File: config.mk
export PLATFORM = sky130hd
export DESIGN_NAME = stack_controller
export DESIGN_NICKNAME = d
export VERILOG_FILES = /design/src/rtl/stack_controller_pkg.sv /design/src/rtl/stack_ctrl_decode.sv /design/src/rtl/stack_controller.sv
export SDC_FILE = /design/constraint.sdc
export NUM_CORES = 1
export LEC_CHECK = 0
export BUFFER_PORTS_ARGS = -buffer_cell sky130_fd_sc_hd__buf_2
export CAP_MARGIN = 20
export CORE_AREA = 2 2 39 41
export CTS_CLUSTER_SIZE = 20
export DETAILED_ROUTE_END_ITERATION = 7
export DIE_AREA = 0 0 41 43
export SETUP_SLACK_MARGIN = 0.15
export SLEW_MARGIN = 20
export SYNTH_ARGS = -nofsm -noshare
export SYNTH_HDL_FRONTEND = slang
export SYNTH_SLANG_ARGS = --single-unit
File: constraint.sdc
create_clock -name clk -period 2.3 [get_ports clk]
set_input_delay 0.23 -clock clk [delete_from_list [all_inputs] [get_ports clk]]
set_output_delay 0.23 -clock clk [all_outputs]
set_load 0.03 [all_outputs]
File: src/rtl/stack_controller_pkg.sv
// Shared definitions for the stack-machine control unit.
// Holds the 4-bit state encoding, the 3-bit opcode and 2-bit ALUOp constants,
// the bundle of datapath control strobes, and the opcode-to-ALUOp mapping.
package stack_controller_pkg;

  typedef enum logic [3:0] {
    S_IF    = 4'd0,
    S_ID    = 4'd1,
    S_POPA  = 4'd2,
    S_POPB  = 4'd3,
    S_EXE   = 4'd4,
    S_WBALU = 4'd5,
    S_MEMRD = 4'd6,
    S_WBMEM = 4'd7,
    S_POPST = 4'd8,
    S_MEMWR = 4'd9,
    S_JMP   = 4'd10,
    S_TOSRD = 4'd11,
    S_JZ    = 4'd12
  } state_e;

  localparam logic [2:0] OP_ADD  = 3'b000;
  localparam logic [2:0] OP_SUB  = 3'b001;
  localparam logic [2:0] OP_AND  = 3'b010;
  localparam logic [2:0] OP_NOT  = 3'b011;
  localparam logic [2:0] OP_PUSH = 3'b100;
  localparam logic [2:0] OP_POP  = 3'b101;
  localparam logic [2:0] OP_JMP  = 3'b110;
  localparam logic [2:0] OP_JZ   = 3'b111;

  localparam logic [1:0] ALU_ADD = 2'b00;
  localparam logic [1:0] ALU_SUB = 2'b01;
  localparam logic [1:0] ALU_AND = 2'b10;
  localparam logic [1:0] ALU_NOT = 2'b11;

  typedef struct packed {
    logic       pcWrite;
    logic       pcWriteCond;
    logic       pcSrc;
    logic       IorD;
    logic       memRead;
    logic       memWrite;
    logic       IRWrite;
    logic       MtoS;
    logic       ldA;
    logic       ldB;
    logic       srcA;
    logic       srcB;
    logic       push;
    logic       pop;
    logic       tos;
    logic [1:0] ALUOp;
  } ctrl_t;

  // ALU operation for an arithmetic/logic opcode. Only meaningful in EXE,
  // where the opcode is always one of the four ALU instructions.
  function automatic logic [1:0] alu_op_of(input logic [2:0] op);
    logic [1:0] res;
    case (op)
      OP_ADD:  res = ALU_ADD;
      OP_SUB:  res = ALU_SUB;
      OP_AND:  res = ALU_AND;
      default: res = ALU_NOT;
    endcase
    return res;
  endfunction

endpackage

File: src/rtl/stack_ctrl_decode.sv
// Combinational Moore decoder: maps the current controller state to the full
// set of datapath control strobes. Anything not asserted for a state is 0.
// Ports:
//   state_i   current FSM state
//   opcode_i  IR[7:5], used only in EXE to select the ALU operation
//   ctrl_o    decoded control strobes
module stack_ctrl_decode
  import stack_controller_pkg::*;
(
  input  state_e      state_i,
  input  logic [2:0]  opcode_i,
  output ctrl_t       ctrl_o
);

  always_comb begin
    ctrl_o = '0;
    ctrl_o.ALUOp = ALU_ADD;
    case (state_i)
      S_IF: begin
        // Fetch and PC <= PC + 1 in the same cycle.
        ctrl_o.memRead = 1'b1;
        ctrl_o.IRWrite = 1'b1;
        ctrl_o.srcA    = 1'b1;
        ctrl_o.srcB    = 1'b1;
        ctrl_o.pcWrite = 1'b1;
      end
      S_POPA, S_POPST: begin
        ctrl_o.pop = 1'b1;
        ctrl_o.ldA = 1'b1;
      end
      S_POPB: begin
        ctrl_o.pop = 1'b1;
        ctrl_o.ldB = 1'b1;
      end
      S_EXE: begin
        ctrl_o.ALUOp = alu_op_of(opcode_i);
      end
      S_WBALU: begin
        ctrl_o.push = 1'b1;
      end
      S_MEMRD: begin
        ctrl_o.IorD    = 1'b1;
        ctrl_o.memRead = 1'b1;
      end
      S_WBMEM: begin
        ctrl_o.MtoS = 1'b1;
        ctrl_o.push = 1'b1;
      end
      S_MEMWR: begin
        ctrl_o.IorD     = 1'b1;
        ctrl_o.memWrite = 1'b1;
      end
      S_JMP: begin
        ctrl_o.pcSrc   = 1'b1;
        ctrl_o.pcWrite = 1'b1;
      end
      S_TOSRD: begin
        ctrl_o.tos = 1'b1;
      end
      S_JZ: begin
        ctrl_o.pcSrc       = 1'b1;
        ctrl_o.pcWriteCond = 1'b1;
      end
      default: ;
    endcase
  end

endmodule

File: src/rtl/stack_controller.sv
// Multicycle control FSM for the 8-opcode stack machine. Sequences fetch,
// decode and per-instruction execute/writeback, one microstep per clock,
// and drives every datapath control strobe (Moore, from state only).
// Optional feature: define INSTR_CNT_EN to add a 16-bit retired-instruction
// counter on output instr_count.
// Ports:
//   clk, rst          clock, synchronous active-high reset
//   opcode            IR[7:5] from the datapath
//   pcWrite .. tos    1-bit datapath control strobes
//   ALUOp             2-bit ALU operation select
//   instr_count       (INSTR_CNT_EN only) retired instruction count
module stack_controller
  import stack_controller_pkg::*;
(
  input  logic        clk,
  input  logic        rst,
  input  logic [2:0]  opcode,
  output logic        pcWrite,
  output logic        pcWriteCond,
  output logic        pcSrc,
  output logic        IorD,
  output logic        memRead,
  output logic        memWrite,
  output logic        IRWrite,
  output logic        MtoS,
  output logic        ldA,
  output logic        ldB,
  output logic        srcA,
  output logic        srcB,
  output logic        push,
  output logic        pop,
  output logic        tos,
  output logic [1:0]  ALUOp
`ifdef INSTR_CNT_EN
  ,
  output logic [15:0] instr_count
`endif
);

  state_e state_q, state_d;
  // Remembers in ID whether this is the single-operand NOT, so POPA can
  // branch without looking at the opcode again.
  logic   unary_q, unary_d;
  ctrl_t  dec_ctrl, ctrl;

  always_ff @(posedge clk) begin
    if (rst) begin
      state_q <= S_IF;
      unary_q <= 1'b0;
    end else begin
      state_q <= state_d;
      unary_q <= unary_d;
    end
  end

  always_comb begin
    state_d = S_IF;
    unary_d = unary_q;
    case (state_q)
      S_IF:    state_d = S_ID;
      S_ID: begin
        unary_d = (opcode == OP_NOT);
        case (opcode)
          OP_ADD, OP_SUB, OP_AND, OP_NOT: state_d = S_POPA;
          OP_PUSH: state_d = S_MEMRD;
          OP_POP:  state_d = S_POPST;
          OP_JMP:  state_d = S_JMP;
          default: state_d = S_TOSRD;
        endcase
      end
      S_POPA:  state_d = unary_q ? S_EXE : S_POPB;
      S_POPB:  state_d = S_EXE;
      S_EXE:   state_d = S_WBALU;
      S_WBALU: state_d = S_IF;
      S_MEMRD: state_d = S_WBMEM;
      S_WBMEM: state_d = S_IF;
      S_POPST: state_d = S_MEMWR;
      S_MEMWR: state_d = S_IF;
      S_JMP:   state_d = S_IF;
      S_TOSRD: state_d = S_JZ;
      S_JZ:    state_d = S_IF;
      // Unused encodings recover to fetch.
      default: state_d = S_IF;
    endcase
  end

  stack_ctrl_decode u_decode (
    .state_i  (state_q),
    .opcode_i (opcode),
    .ctrl_o   (dec_ctrl)
  );

  // Strobes are forced low for the whole time reset is held, even though
  // the state register only returns to IF at the next edge.
  assign ctrl = rst ? '0 : dec_ctrl;

  assign pcWrite     = ctrl.pcWrite;
  assign pcWriteCond = ctrl.pcWriteCond;
  assign pcSrc       = ctrl.pcSrc;
  assign IorD        = ctrl.IorD;
  assign memRead     = ctrl.memRead;
  assign memWrite    = ctrl.memWrite;
  assign IRWrite     = ctrl.IRWrite;
  assign MtoS        = ctrl.MtoS;
  assign ldA         = ctrl.ldA;
  assign ldB         = ctrl.ldB;
  assign srcA        = ctrl.srcA;
  assign srcB        = ctrl.srcB;
  assign push        = ctrl.push;
  assign pop         = ctrl.pop;
  assign tos         = ctrl.tos;
  assign ALUOp       = ctrl.ALUOp;

`ifdef INSTR_CNT_EN
  logic [15:0] instr_cnt_q, instr_cnt_d;

  // An instruction retires on every entry into IF from another state;
  // the 16-bit add wraps naturally.
  always_comb begin
    instr_cnt_d = instr_cnt_q;
    if (state_q != S_IF && state_d == S_IF) begin
      instr_cnt_d = instr_cnt_q + 16'd1;
    end
  end

  always_ff @(posedge clk) begin
    if (rst) begin
      instr_cnt_q <= 16'd0;
    end else begin
      instr_cnt_q <= instr_cnt_d;
    end
  end

  assign instr_count = instr_cnt_q;
`endif

endmodule

==> flow_summary.ini, run 1 <==
[pwr]
p_per_area_nw_per_um2 = 598
power.leakage_nw = 0.297
irDropWorstVdd_mv = 0.336

[yosys]
synthSimpleGateAreaFrac_pct = 45.3
ys_warn_count = 0
synth_cells = 68
synth_top_family_by_area = simple AND/OR/NAND/NOR gates
synth_xor_area_share_pct = 3.58
yosysUniqueCellTypes = 30
syn_nets = 73
synth_area_um2 = 489
synth_mux_area_share_pct = 4.09
ys_seq_area_share_pct = 20.5
synthAdderAreaFrac_pct = 0
synth_compound_area_share_pct = 17.4
synth_area_per_cell_um2 = 7.19
ys_seq_elements = 5

[worst_hold_path]
hp-class = in -> reg
min_path_cells = 2

[timing]
setup_viol = 0
rsz0062_at_grt = no
tns_ns = 0
period_minus_slack_ns = 1.88
fin_crit_sh_pct = 81.6
fmax_mhz = 533
drv_slew = 0
hold_viol = 0
relSlewSlack_pct = 60.5
fin_skew_ns = 0.00398
tightestPinTransition_ns = 0.592

[clocking]
ctsHtreeMaxLevel = 1
clock-sinks = 5
cts_tree = done
clk_latency_ns = 0.24
clock_path_buffers = 2
holdBufCountCts = 0
post-cts-setup-buffer-count = 0
cts-buffers-inserted = 3
ctsResizeCount = 0
clockRootBuffer = clkbuf_4
clkTransAtPathRegs_ns = 0.05

[floorplanning]
coreArea_um2 = 1380
dieArea_um2 = 1760
io_pins = 22
fp.dieW_um = 41
num_rows = 14
dieHeight_um = 43
initial_core_util_pct = 35.4

[global_route]
grt_pass1_wl_mm = 1.65
grt_pass1_vias = 388
grt_usage_pct = 13.4
antenna_found_initial = 0
grt_max_degree = 17
grt.overflow.total = 0

[cells_and_area]
fin_nets = 93
num_antenna_cells = 0
area_delta_synth_final_pct = 26.1
post-route-cell-area_um2 = 617
seq_area_um2 = 100
drive_gt1_share_pct = 32.2
final_cell_mix = buf_2 (21), nor2_1 (7), nand2_1 (6), a21oi_1 (6), dfxtp_1 (5)
multi_input_area_um2 = 350
fillers = 148
layout_commonest_cell = buf_2

[detailed_routing]
drt-total-wl_mm = 1.08
vias_per_cell = 5.00
ant_nets = 0
post-route-drc-count = 0
drt_first_iter_violations = 6
wire_per_inst_um = 10.4
drtPass1Iterations = 2
vias = 515

[worst_setup_path]
cp_max_fo = 16
worstPathCellList = nor2b_1 > nand3b_1 > a21oi_1 > buf_2
endpoint_kind = primary output
arrival_ns = 1.65
cp.required_ns = 2.07
slowest_stage = dfxtp_1
cp_slowest_stage_delay_ns = 0.69
rr_worst_depth = 4
worstSetupPathType = reg -> out
cp-start-kind = flip-flop

[placement]
gp_congestion = 0.861
placed_cell_area_um2 = 591
port-buffer-count = 21
dp_hpwl_um = 803

[status]
status = finished, final reports clean

[job]
maxCapViolations = 0
-- worst max-delay path: cells and delay by family, from the launching register on --
| family | cells | cell delay [ns] |
|---|---|---|
| flops | 1 | 0.69 |
| simple gates | 2 | 0.38 |
| compound gates | 1 | 0.13 |
| buf+inv | 1 | 0.20 |
-- cells by family (layout without fill, tap and decap cells) --
kind of cell              count (synthesis)  after routing
and+or+nand+nor                          36             36
AOI/OAI and AO/OA                        14             14
buffers and inverters                     9             28
DFF                                       5              5
xor gates and xnor gates                  2              2
muxes                                     2              2
-- routing by layer --
metal	track usage [%]	part of all wire, %
met1	17.4	49
met2	20.0	46
met3	3.14	4.7
met4	6.00	0
met5	0	0
-- per-stage QoR --
stage | setup slack, ns | cells | utilization [%] | hold WS (ns) | power (mW)
6_report | 0.422 | 103 | 44.6 | 0.319 | 0.369
5_1_grt | 0.275 | 103 | 44.6 | 0.311 | 0.397
4_1_cts | 0.432 | 103 | 44.6 | 0.309 | 0.373
3_5_place_dp | 0.704 | 99 | 42.7 | 0.536 | 0.270
3_3_place_gp | 0.716 | 99 | 42.7 | 0.513 | 0.270
2_1_floorplan | 0.195 | 68 | - | 0.409 | 0.242
-- Yosys cell counts --
library cell | n | area share, %
or3_1 | 2 | 2.6
dfxtp_1 | 5 | 20
nor3b_1 | 3 | 4.6
and3b_1 | 1 | 1.8
nand2_1 | 6 | 4.6
o211ai_1 | 1 | 1.5
nor2_1 | 7 | 5.4
inv_1 | 2 | 1.5
mux2i_1 | 2 | 4.1
a21oi_1 | 6 | 6.1
nor4b_4 | 1 | 4.9
and2_1 | 1 | 1.3
o21a_1 | 2 | 3.1
nor2b_1 | 3 | 3.8
clkbuf_1 | 2 | 1.5
a2bb2oi_1 | 1 | 1.8
nand3b_1 | 3 | 4.6
and3_1 | 2 | 2.6
nor4b_1 | 1 | 1.8
xor2_1 | 1 | 1.8
nor3_1 | 1 | 1.0
a31oi_1 | 1 | 1.3
o21ai_0 | 2 | 2.0
o21bai_1 | 1 | 1.5
or2_2 | 1 | 1.3
buf_4 | 2 | 3.1
nor4_1 | 3 | 3.8
xnor2_1 | 1 | 1.8
buf_2 | 3 | 3.1
nand2b_1 | 1 | 1.3
-- final cells by class --
class | count | share of cell area, %
clock buffers | 4 | 4.26
inverters | 2 | 1.22
multi-input cells | 54 | 56.8
flip-flops and latches | 5 | 16.2
well taps | 16 | 3.25
repair buffers | 22 | 18.3
-- state kept, by name, indices dropped and copies added, names as in the netlist --
| name | count |
|---|---|
| state_q | 4 |
| unary_q | 1 |
-- path summary, 6_finish.rpt --
check	startpoint	end	slack, ns
min reg2reg	unary_q	unary_q	0.54
max	state_q[3]	IorD	0.42
max reg2reg	state_q[0]	state_q[2]	0.75
min	rst	unary_q	0.32
-- report_power, final --
group          switching, mW  total, mW  internal [mW]  leakage [nW]
Sequential            0.0232      0.118         0.0952        0.0410
Combinational         0.0926      0.150         0.0574         0.241
Clock                 0.0347      0.100         0.0655        0.0150
Total                  0.150      0.369          0.218         0.297
Power figures use the tool's default switching activity.
==> run 2, diff against run 1 <==
--- a/config.mk
+++ b/config.mk
@@ -11,6 +11,7 @@
 export CTS_CLUSTER_SIZE = 20
 export DETAILED_ROUTE_END_ITERATION = 7
 export DIE_AREA = 0 0 41 43
+export PLACE_DENSITY = 0.67
 export SETUP_SLACK_MARGIN = 0.15
 export SLEW_MARGIN = 20
 export SYNTH_ARGS = -nofsm -noshare
==> constraint.sdc (replaced) <==
create_clock -name clk -period 1.6 [get_ports clk]
set_input_delay 0.16 -clock clk [delete_from_list [all_inputs] [get_ports clk]]
set_output_delay 0.16 -clock clk [all_outputs]
set_load 0.03 [all_outputs]
==> run 2 against run 1 <==
Power is 88% higher. Clock skew is 0.0011 ns lower. Clock power is 48% higher. Largest cell class unchanged. Largest power group unchanged.
==> flow_summary.ini, run 2 (synthesis gave the netlist of run 1 again) <==
[detailed_routing]
drt_first_iter_violations = 10
drtPass1Iterations = 4
ant_nets = 0
vias = 636
post-route-drc-count = 0
drt-total-wl_mm = 1.52
vias_per_cell = 5.26
wire_per_inst_um = 12.6

[worst_hold_path]
min_path_cells = 3
hp-class = in -> reg
holdPathEnd = state_q[2]
holdCritStartpoint = opcode[1]

[timing]
hold_viol = 0
fin_skew_ns = 0.00285
fin_crit_sh_pct = 93.5
tns_ns = 0
rsz0062_at_grt = yes
relSlewSlack_pct = 78.2
setup_viol = 0
tightestPinTransition_ns = 0.327
period_minus_slack_ns = 1.50
fmax_mhz = 668
drv_slew = 0

[placement]
dp_cells = 103
gp_congestion = 0.825
dp_hpwl_um = 922
port-buffer-count = 21

[clocking]
clock-sinks = 5
clock_path_buffers = 2
cts-buffers-inserted = 3
clk_latency_ns = 0.24
clkTransAtPathRegs_ns = 0.04
ctsHtreeMaxLevel = 1
cts_tree = done
clockRootBuffer = clkbuf_4

[global_route]
grt_pass1_vias = 519
grt.overflow.total = 0
grt_pass1_wl_mm = 2.12
grt_max_degree = 13
grt_usage_pct = 18.2
antenna_found_initial = 0

[cells_and_area]
reg_top3 = state_q (4), unary_q (1)
layout_commonest_cell = buf_4
final_cell_mix = buf_4 (24), buf_6 (8), buf_2 (7)
area_delta_synth_final_pct = 92.3
largest-register = state_q
drive_gt1_share_pct = 61.0
largest_reg_flops = 4
fillers = 114
fin_nets = 111
num_antenna_cells = 0
stdcell_count = 121

[pwr]
p_int_mw = 0.424
p_per_area_nw_per_um2 = 738
power_mw = 0.695
irDropWorstVdd_mv = 0.490
pwr-share-comb_pct = 55.3
p_seq_share_pct = 23.4
power.leakage_nw = 0.421
p_sw_share_pct = 38.9
clockPowerShare_pct = 21.3
power_switching_mw = 0.270

[worst_setup_path]
arrival_ns = 1.34
reg2reg_to = state_q[2]
r2r-start = state_q[3]
rr_worst_depth = 5
endpoint_kind = primary output
worstSetupPathType = reg -> out
r2r_slack_ns = 0.19
cp.required_ns = 1.44
cp-start-kind = flip-flop
cp_max_fo = 5

[floorplanning]
coreArea_um2 = 1380
num_rows = 14
initial_core_util_pct = 35.4
io_pins = 22
fp.dieW_um = 41
dieHeight_um = 43
dieArea_um2 = 1760

[status]
status = finished, final reports clean

[job]
maxCapViolations = 0
-- run 2: cell types whose count changed in the layout (fill, tap and decap cells not counted), sizes merged --
cell  delta
buf     +18
-- run 2: power by group through the flow --
stage | clock network, mW | logic (mW) | registers, mW
final | 0.148 | 0.384 | 0.162
after global routing | 0.159 | 0.410 | 0.165
after CTS | 0.153 | 0.312 | 0.170
after detailed placement | 0 | 0.261 | 0.175
after global placement | 0 | 0.259 | 0.173
after floorplan | 0 | 0.237 | 0.154
-- run 2: worst max-delay path by stage --
stage / startpoint / end / slack, ns
after floorplan: state_q[1] / pop / 0.13
after global placement: state_q[2] / MtoS / 0.21
after detailed placement: state_q[2] / MtoS / 0.19
after CTS: state_q[2] / pcSrc / 0.09
after global routing: state_q[0] / srcB / 0.02
final: state_q[0] / srcA / 0.10
-- run 2: repair_timing --
| item | 4_1_cts | 5_1_grt |
|---|---|---|
| hold buffers | 0 | 0 |
| buffers inserted | 5 | 9 |
| gates resized for setup | 26 | 17 |
| pin swaps | 4 | 10 |
| setup endpoints to repair | 17 | 16 |
| hold endpoints to repair | 0 | 0 |
-- run 2: worst max-delay path, stage by stage (launching register included) --
cell and delay [ns]:
dfxtp_4 0.34, buf_6 0.13, nor2_4 0.13, nor4b_4 0.28
buf_4 0.22
-- run 2: layout make-up --
type                    count  area (um2)  area share [%]
well taps                  16        20.0            2.13
repair buffers             40         320            34.0
flip-flops and latches      5         115            12.2
multi-input cells          54         452            48.0
inverters                   2        7.51           0.798
clock buffers               4        26.3            2.79
-- run 2: stage by stage --
stage	instance area (um2)	util [%]	hold WS (ns)	setup WS [ns]
after CTS	815	58.9	0.243	0.0930
after global placement	681	49.2	0.499	0.210
after detailed placement	681	49.2	0.508	0.186
after global routing	941	68.0	0.266	0.0241
after floorplan	581	-	0.331	0.130
final	941	68.0	0.247	0.104
-- run 2: metal layers --
layer / part of all wire, % / GRT usage, % / vias to the layer above
li1: - / - / 318
met1: 42 / 18.7 / 296
met2: 52 / 30.3 / 18
met3: 3.9 / 4.19 / 4
met4: 2.6 / 12.0 / 0
met5: 0 / 0 / -
